$ cat src/rtl/inst_fetch_stage.sv
// Instruction fetch stage: owns the PC, drives the 1-cycle-latency instruction SRAM
// and presents a valid/ready stream of {pc, inst, address-error} to decode.
//
// state | meaning
// BOOT  | first cycle after reset release; RESET_PC issued, nothing presented
// RUN   | a request is in flight and its result is presented to decode
module inst_fetch_stage #(
  parameter logic [31:0] RESET_PC = 32'hbfc0_0000,
  parameter int unsigned PC_STEP  = 4
) (
  input  logic        clk,
  input  logic        resetn,
  output logic        inst_sram_en,
  output logic [3:0]  inst_sram_wen,
  output logic [31:0] inst_sram_addr,
  output logic [31:0] inst_sram_wdata,
  input  logic [31:0] inst_sram_rdata,
  input  logic        redirect_valid,
  input  logic [31:0] redirect_pc,
  output logic        f_valid,
  input  logic        f_ready,
  output logic [31:0] f_pc,
  output logic [31:0] f_inst,
  output logic        f_exc_adel,
  output logic [31:0] perf_fetched,
  output logic [31:0] perf_stall
);

  localparam logic [31:0] STEP = 32'(PC_STEP);

  typedef enum logic {BOOT, RUN} state_t;

  state_t      state;
  logic        req_valid;
  logic [31:0] req_pc;
  logic        req_adel;
  logic [31:0] next_pc;
  logic        fire;
  logic        stall;

  assign req_valid = (state == RUN);

  assign f_valid    = req_valid & ~redirect_valid;
  assign f_pc       = req_pc;
  assign f_inst     = req_adel ? 32'h0 : inst_sram_rdata;
  assign f_exc_adel = req_adel;

  assign fire  = f_valid & f_ready;
  assign stall = f_valid & ~f_ready;

  // A stalled request re-issues its own address so rdata stays valid without a holding buffer.
  always_comb begin
    next_pc = req_pc;
    if (redirect_valid)  next_pc = redirect_pc;
    else if (!req_valid) next_pc = RESET_PC;
    else if (fire)       next_pc = req_pc + STEP;
  end

  assign inst_sram_addr  = next_pc;
  assign inst_sram_en    = resetn & (next_pc[1:0] == 2'b00);
  assign inst_sram_wen   = 4'b0000;
  assign inst_sram_wdata = 32'h0;

  always_ff @(posedge clk or negedge resetn) begin
    if (!resetn) begin
      state        <= BOOT;
      req_pc       <= RESET_PC;
      req_adel     <= 1'b0;
      perf_fetched <= 32'h0;
      perf_stall   <= 32'h0;
    end else begin
      state    <= RUN;
      req_pc   <= next_pc;
      req_adel <= (next_pc[1:0] != 2'b00);
      if (fire)  perf_fetched <= perf_fetched + 32'd1;
      if (stall) perf_stall   <= perf_stall + 32'd1;
    end
  end

endmodule

$ cat config.mk
export PLATFORM = sky130hd
export DESIGN_NAME = inst_fetch_stage
export DESIGN_NICKNAME = d
export VERILOG_FILES = /design/src/rtl/inst_fetch_stage.sv
export SDC_FILE = /design/constraint.sdc
export NUM_CORES = 1
export LEC_CHECK = 0
export ABC_CLOCK_PERIOD_IN_PS = 2000
export CAP_MARGIN = 20
export CORE_MARGIN = 1.5
export CORE_UTILIZATION = 37
export DETAILED_ROUTE_END_ITERATION = 8
export PLACE_DENSITY = 0.78
export SYNTH_ARGS = -nofsm -noshare
export SYNTH_HDL_FRONTEND = slang
export SYNTH_SLANG_ARGS = --single-unit
$ cat constraint.sdc
create_clock -name clk -period 2 [get_ports clk]
set_clock_uncertainty 0.1 [all_clocks]
set_input_delay 0.2 -clock clk [delete_from_list [all_inputs] [get_ports clk]]
set_output_delay 0.2 -clock clk [all_outputs]
set_load 0.005 [all_outputs]
## Word-level counts from Yosys, hierarchy flattened

Index checks and enable logic that the tools add are counted.

| word-level totals | value |
|---|---|
| register bits after elaboration | 98 |
| latch bits | 0 |
| memory bits (writable) | 0 |
| ROM bits | 0 |
| bits of input ports | 68 |
| output and inout bits | 199 |
| word-level logic and storage cells | 20 |
| memories kept | 0 |

| cells by class | value |
|---|---|
| add/sub/neg operators | 3 |
| $mul | 0 |
| div/mod/pow operators | 0 |
| order comparisons | 0 |
| equality and inequality tests | 0 |
| shift operators | 0 |
| muxes and demuxes | 4 |
| bitwise gates (word level) | 6 |
| reductions and logical operators | 2 |

Operators with widths:

| cell | count |
|---|---|
| 32-bit 2-to-1 mux | 4 |
| 32-bit by 1-bit adder with 32-bit output, second input constant | 2 |
| 32-bit by 3-bit adder with 32-bit output, second input constant | 1 |
| 1-bit AND | 4 |
| 2-bit zero test | 1 |
| 1-bit NOT | 2 |
| 2-bit nonzero test | 1 |

## Logic depth before layout (Yosys ltp)

Gate-level depths: netlist of run 1.

| depth | value |
|---|---|
| depth after elaboration | 8 |
| mapped depth | 8 |
| depth with buffers taken out | 5 |

## Least setup slack after synthesis of run 1

OpenSTA, ideal clock, no wires.

| timing | value |
|---|---|
| path type | register to output |
| start point | register req_pc[9], in the netlist f_pc[9] |
| end point | output port inst_sram_addr[20] |
| data arrival time | 1758 ps |
| slack | -58 ps |
| cell stages (with the launch flop) | 6 |
| path buffers | 1 |
| cell sequence | dfrtp_1 > nand4_2 > or4_1 > buf_2 > or4_1 > nand3_1 |

| on the way | value |
|---|---|
| word-level cells in the longest chain between the ends | 4 |

RTL lines:

| what | RTL line | source |
|---|---|---|
| start, declared | 35 | `logic [31:0] req_pc;` |
| start signal, assigned | 73 | `req_pc <= next_pc;` |
| 32-bit by 3-bit adder with 32-bit output | 56 | `else if (fire) next_pc = req_pc + STEP;` |
| 32-bit 2-to-1 mux | 56 |  |
| 32-bit 2-to-1 mux | 55 | `else if (!req_valid) next_pc = RESET_PC;` |
| 32-bit 2-to-1 mux | 54 | `if (redirect_valid) next_pc = redirect_pc;` |
| end, declared | 15 | `output logic [31:0] inst_sram_addr,` |

No other way between the ends.

## Final worst setup path of run 1

| timing | value |
|---|---|
| start point | register state, in the netlist req_valid |
| end point | output port inst_sram_addr[28] |

| on the way | value |
|---|---|
| word-level cells in the longest chain between the ends | 5 |

RTL lines:

| what | RTL line | source |
|---|---|---|
| start, declared | 33 | `state_t state;` |
| start signal, assigned | 66 | `state <= BOOT;` |
| start signal, assigned | 72 | `state <= RUN;` |
| 1-bit AND | 43 | `assign f_valid = req_valid & ~redirect_valid;` |
| 1-bit AND | 48 | `assign fire = f_valid & f_ready;` |
| 32-bit 2-to-1 mux | 56 |  |
| 32-bit 2-to-1 mux (*) | 55 |  |
| 32-bit 2-to-1 mux (*) | 54 |  |

Every way passes the cells marked *; elsewhere a longest branch is shown, timed or not.

==> flow_summary_export.csv, run 1 <==
group,metric,value,unit
timing,finalCritPeriodShare,1.31,
grt,grt_pass1_vias,5575,
finish,fin_util,0.684,
finish,diodes,0,
worst_setup_path,end_kind,"output pin",
drt,drc,0,
floorplanning,die_w,123,µm
finish,layout_commonest_cell,"clkdlybuf4s50_1",
clock_network,cts_max_path_buffers,2,
grt,grt_max_degree,99,
drt,viasPerCell,5.25,
synthesis,synth_cell_type_count,52,
finish,drive_gt1_frac,0.298,
worst_setup_path,critPathSlowestCell,"or4_4",
clock_network,clockRootBuffer,"clkbuf_16",
floorplanning,dieArea,15200,µm²
status,violations,"setup timing",
timing,setup_violations,37,
synthesis,synthTopCellsByArea,"dfrtp_1 42%, xnor2_1 9.3%, buf_4 5.1%",
grt,grt_pass1_wl,28400,µm
clock_network,path_clk_slew,0.07,ns
pwr,cellPowerDensity,580,nW/µm²
worst_setup_path,cpPeakStageDelay,0.57,ns
worst_setup_path,cp_top_family,"simple AND/OR/NAND/NOR gates",
placed_design,portBuffers,230,
synthesis,synthCells,540,
timing,fmax,0.381,GHz
synthesis,ys_ff_latch,98,
worst_setup_path,cp.required,1.70,ns
drt,via_count,5760,
timing,hold_violations,0,
finish,fin_nets,984,
floorplanning,placementRows,43,
finish,fillers,988,
placed_design,place.gp.congestion,0.921,
worst_setup_path,crit_fanout,4,
floorplanning,fp.dieH,123,µm
drt,first_pass_iters,5,
worst_setup_path,path_class,"flop to output pin",
grt,grt_usage,0.239,
synthesis,yosys_warnings,0,
worst_setup_path,crit_arrival,2.32,ns
worst_setup_path,setup.worst_path.start_class,"flop",
drt,initialDrtViolationCount,258,
synthesis,yosysSeqAreaShare,0.460,
clock_network,cts_tree,"yes",
floorplanning,ios,267,
timing,slew_violations,0,
synthesis,synth-async-reset-ratio,1.00,
placed_design,pre_cts_ws,-0.835,ns
timing,relSlewSlack,0.638,
finish,syn2layout_area_growth,78.8,%
clock_network,cts_buffers,9,
timing,setup_slack,-0.623,ns
pwr,p_leak,4.24,nW
pwr,vdd_ir_drop_max,0.000545,V
synthesis,synth_top_area_cell,"dfrtp_1",
clock_network,clk_latency,0.35,ns
drt,drt-total-wl,19800,µm
grt,overflow,0,
synthesis,synth_edf_count,0,
synthesis,ys.flop_type,"dfrtp_1",
floorplanning,initial_utilization,0.383,
finish,post-route-cell-area,9570,µm²
placed_design,hpwlAfterDp,13000,µm
min_path,min_path_type,"primary input to flop",
synthesis,syn-cell-area,5350,µm²
placed_design,dpl_cell_area,8360,µm²
status,status,"complete, but fails checks",
grt,antenna_found_initial,0,
drt,final_antenna_net_count,0,
clock_network,cts-htree-levels,3,
synthesis,synth_top_area_frac,0.416,
worst_setup_path,path_buf_inv,2,
timing,whs,0.280,ns
floorplanning,core_area,14000,µm²
drt,wire_per_inst,18.0,µm
timing,tightest_slew,0.543,ns
timing,min_period,2.62,ns
finish,layout_common_cells,"194 x clkdlybuf4s50_1, 120 x buf_4, 88 x dfrtp_1",
run,max-cap-violations,0,
timing,rsz0062_at_grt,"true",
synthesis,syn_avg_cell_area,9.91,µm²
clock_network,clock_sinks,98,
worst_setup_path,crit_chain,"buf_4 > nand3b_1 > or4_4 > or3_1 > o211a_1 > buf_2",
synth_stat cells, drive strengths merged, types with 3 or more instances:
library cell  instances
nand4b                4
nor2b                32
and4                 17
a211oi                6
buf                  46
nor3                 17
nand4                31
nand3                45
and3                 12
and2                  6
o21ai                15
ha                    3
inv                   4
o32ai                 4
or3                   3
dfrtp                89
nand2                43
dfstp                 9
clkbuf               15
a211o                 3
nor2                 16
or4                   4
o311ai                3
o211ai                4
xor2                 16
xnor2                57
o211a                 3
nor4                  8
registers in the layout (all words and copies together), names as in the netlist:
signal        cells
f_pc             32
perf_fetched     32
req_valid         1
f_exc_adel        1
perf_stall       32
metrics by stage:
step                TNS [ns]  total power, mW  instances
detailed placement    -36.20             3.65       1018
finish                -12.86             5.55       1097
global placement      -32.08             3.61       1018
floorplan           -0.00951             2.75        575
CTS                   -10.69             5.50       1075
global route          -15.74             5.81       1097
worst register-to-register path, stage by stage (launching register included):
cell,delay (ns)
dfrtp_1,0.42
ha_2,0.24
nand4_1,0.15
buf_4,0.20
or3_4,0.34
or3_1,0.36
o211a_1,0.14
buf_4,0.13
buf_4,0.12
final cells by class:
cell class	count	area [µm²]	area share
Timing Repair Buffer	388	3530	0.369
Sequential cell	98	2460	0.258
Tap cell	180	225	0.0235
Clock buffer	10	239	0.0250
Multi-Input combinational cell	411	3030	0.316
Clock inverter	5	63.8	0.00667
Inverter	5	21.3	0.00222
power by group:
part	total, mW	internal (mW)	switching [mW]
logic	1.43	0.848	0.586
registers	2.32	2.14	0.175
clock network	1.80	1.01	0.791
total	5.55	3.99	1.55
cells by family (layout without fill, tap and decap cells):
| group | Yosys count | count (layout) | share of synthesized area |
|---|---|---|---|
| muxes | 3 | 3 | 0.00608 |
| other | 2 | 37 | 0.00140 |
| and+or+nand+nor | 247 | 247 | 0.263 |
| DFF | 98 | 98 | 0.460 |
| buffers and inverters | 66 | 408 | 0.0748 |
| AOI/OAI and AO/OA | 48 | 48 | 0.0678 |
| xor gates and xnor gates | 73 | 73 | 0.119 |
| adders and majority gates | 3 | 3 | 0.00702 |
layer usage:
metal | GRT usage | part of all wire
met3 | 0.0475 | 0.068
met5 | 0 | 0
met1 | 0.272 | 0.36
met2 | 0.428 | 0.52
met4 | 0.119 | 0.052
timing repair:
action / in CTS / in global routing
pin swaps: 46 / 50
cloned: 0 / 2
resized for setup: 180 / 71
hold buffers: 1 / 0
setup endpoints to repair: 47 / 56
hold endpoints to repair: 89 / 0
buffers inserted: 42 / 34
path summary, 6_finish.rpt:
check	startpoint	end	slack [ns]	cells after the start
max	req_valid	inst_sram_addr[28]	-0.62	6
min	redirect_valid	f_pc[14]	0.28	3
max reg2reg	f_pc[2]	f_pc[22]	-0.26	8
min reg2reg	perf_fetched[20]	perf_fetched[20]	0.40	1
max in group asynchronous	resetn	f_pc[9]	0.91	3
min in group asynchronous	resetn	f_exc_adel	0.44	3
No activity file was read; power rests on OpenSTA's default activity.
==> run 2, diff against run 1 <==
--- a/config.mk
+++ b/config.mk
@@ -10,7 +10,8 @@
 export CORE_MARGIN = 1.5
 export CORE_UTILIZATION = 37
 export DETAILED_ROUTE_END_ITERATION = 8
-export PLACE_DENSITY = 0.78
+export PLACE_DENSITY = 0.84
+export SLEW_MARGIN = 20
 export SYNTH_ARGS = -nofsm -noshare
 export SYNTH_HDL_FRONTEND = slang
 export SYNTH_SLANG_ARGS = --single-unit
==> flow_summary_export.csv, run 2 (synthesized netlist as in run 1, its figures left out) <==
group,metric,value,unit
status,status,"complete, but fails checks",
status,violations,"setup timing",
timing,slew_violations,0,
timing,fmax,0.383,GHz
worst_setup_path,cp.required,1.70,ns
placed_design,place.gp.congestion,0.903,
worst_setup_path,crit_fanout,6,
finish,syn2layout_area_growth,79.1,%
finish,layout_common_cells,"193 x clkdlybuf4s50_1, 118 x buf_4, 88 x dfrtp_1",
clock_network,clock_sinks,98,
run,max-cap-violations,0,
finish,diodes,0,
drt,via_count,5756,
floorplanning,core_area,14000,µm²
clock_network,clockRootBuffer,"clkbuf_16",
timing,hold_violations,0,
drt,first_pass_iters,4,
timing,whs,0.319,ns
pwr,p_leak,4.24,nW
pwr,power,5.46,mW
worst_setup_path,critPathSlowestCell,"or4_4",
grt,grt_usage,0.234,
timing,setup_slack,-0.609,ns
finish,post-route-cell-area,9580,µm²
grt,grt_pass1_wl,27600,µm
floorplanning,ios,267,
drt,drc,0,
floorplanning,fp.dieH,123,µm
timing,min_period,2.61,ns
worst_setup_path,path_buf_inv,3,
grt,antenna_found_initial,1,
worst_setup_path,cpPeakStageDelay,0.58,ns
worst_setup_path,end_kind,"output pin",
drt,viasPerCell,5.21,
drt,drt-total-wl,19000,µm
placed_design,dp.cells,1015,
drt,wire_per_inst,17.2,µm
timing,rsz0062_at_grt,"true",
clock_network,path_clk_slew,0.07,ns
drt,final_antenna_net_count,0,
worst_setup_path,setup.worst_path.start_class,"flop",
placed_design,pre_cts_ws,-0.772,ns
floorplanning,die_w,123,µm
timing,relSlewSlack,0.642,
placed_design,dpl_cell_area,8350,µm²
min_path,min_path_type,"primary input to flop",
timing,tns,-13.09,ns
worst_setup_path,path_class,"flop to output pin",
timing,finalCritPeriodShare,1.30,
clock_network,cts_buffers,9,
worst_setup_path,cp_top_family,"simple AND/OR/NAND/NOR gates",
floorplanning,initial_utilization,0.383,
floorplanning,dieArea,15200,µm²
timing,setup_violations,38,
grt,overflow,0,
placed_design,portBuffers,230,
timing,tightest_slew,0.538,ns
floorplanning,placementRows,43,
finish,fin_nets,990,
finish,drive_gt1_frac,0.313,
worst_setup_path,crit_chain,"nand4_4 > or4_4 > buf_8 > buf_6 > or3_1 > o211a_1 > buf_2",
pwr,vdd_ir_drop_max,0.000598,V
grt,grt_pass1_vias,5511,
finish,final_cells,1104,
clock_network,cts_tree,"yes",
pwr,cellPowerDensity,570,nW/µm²
clock_network,clk_latency,0.35,ns
drt,initialDrtViolationCount,236,
clock_network,cts-htree-levels,3,
placed_design,hpwlAfterDp,12300,µm
finish,layout_commonest_cell,"clkdlybuf4s50_1",
finish,fin_util,0.685,
worst_setup_path,crit_arrival,2.31,ns
clock_network,cts_max_path_buffers,2,
grt,grt_max_degree,99,
[run 2: changes by cell type in the layout (fill, tap and decap cells not counted), sizes merged]
| cell | before | now |
|---|---|---|
| bufinv | 1 | 0 |
| dlygate4sd2 | 6 | 3 |
| inv | 5 | 7 |
| clkinv | 3 | 4 |
| clkdlybuf4s15 | 3 | 0 |
| buf | 182 | 193 |
| clkbuf | 12 | 13 |
| clkdlybuf4s50 | 194 | 193 |
[run 2: layer usage]
metal / up-vias / routed length, µm / track usage / part of all wire
met4: 2 / 930 / 0.136 / 0.049
met3: 70 / 1480 / 0.0494 / 0.078
met5: - / 9 / 0 / 0.00047
met2: 276 / 9640 / 0.397 / 0.51
met1: 2793 / 6950 / 0.274 / 0.37
li1: 2615 / - / - / -
[run 2: path summary, 6_finish.rpt]
kind / startpoint / to / slack, ns / cells after the start
min in group asynchronous: resetn / f_pc[11] / 0.43 / 3
max in group asynchronous: resetn / perf_fetched[4] / 0.94 / 3
min reg2reg: perf_fetched[31] / perf_fetched[31] / 0.38 / 1
max: f_pc[9] / inst_sram_addr[28] / -0.61 / 7
max reg2reg: f_pc[3] / f_pc[14] / -0.24 / 12
min: redirect_pc[5] / f_pc[5] / 0.32 / 3
[run 2: cell type report]
cell class,instances,area (µm²)
Clock inverter,7,60.1
Timing Repair Buffer,394,3570
Fill cell,975,4410
Inverter,5,21.3
Clock buffer,9,225
Sequential cell,98,2460
Multi-Input combinational cell,411,3020
Tap cell,180,225
[run 2: what timing repair did]
item / CTS / global route
setup endpoints to repair: 36 / 71
hold buffers: 1 / 0
gates resized for setup: 199 / 79
endpoints found under the hold margin: 89 / 0
gates cloned: 0 / 1
setup buffers: 44 / 32
pin swaps: 45 / 48
[run 2: worst reg2reg max path: stages, from the launching register on]
cell	delay, ns
dfrtp_1	0.40
ha_2	0.20
buf_4	0.14
and4_4	0.21
buf_6	0.12
buf_6	0.10
buf_6	0.11
nand4_1	0.12
xor2_1	0.18
o21ai_2	0.09
buf_4	0.14
buf_4	0.12
buf_4	0.12
[run 2: where the power goes]
part	switching, mW	total, mW	internal (mW)
Clock	0.829	1.69	0.865
Sequential	0.176	2.31	2.14
Combinational	0.596	1.45	0.857
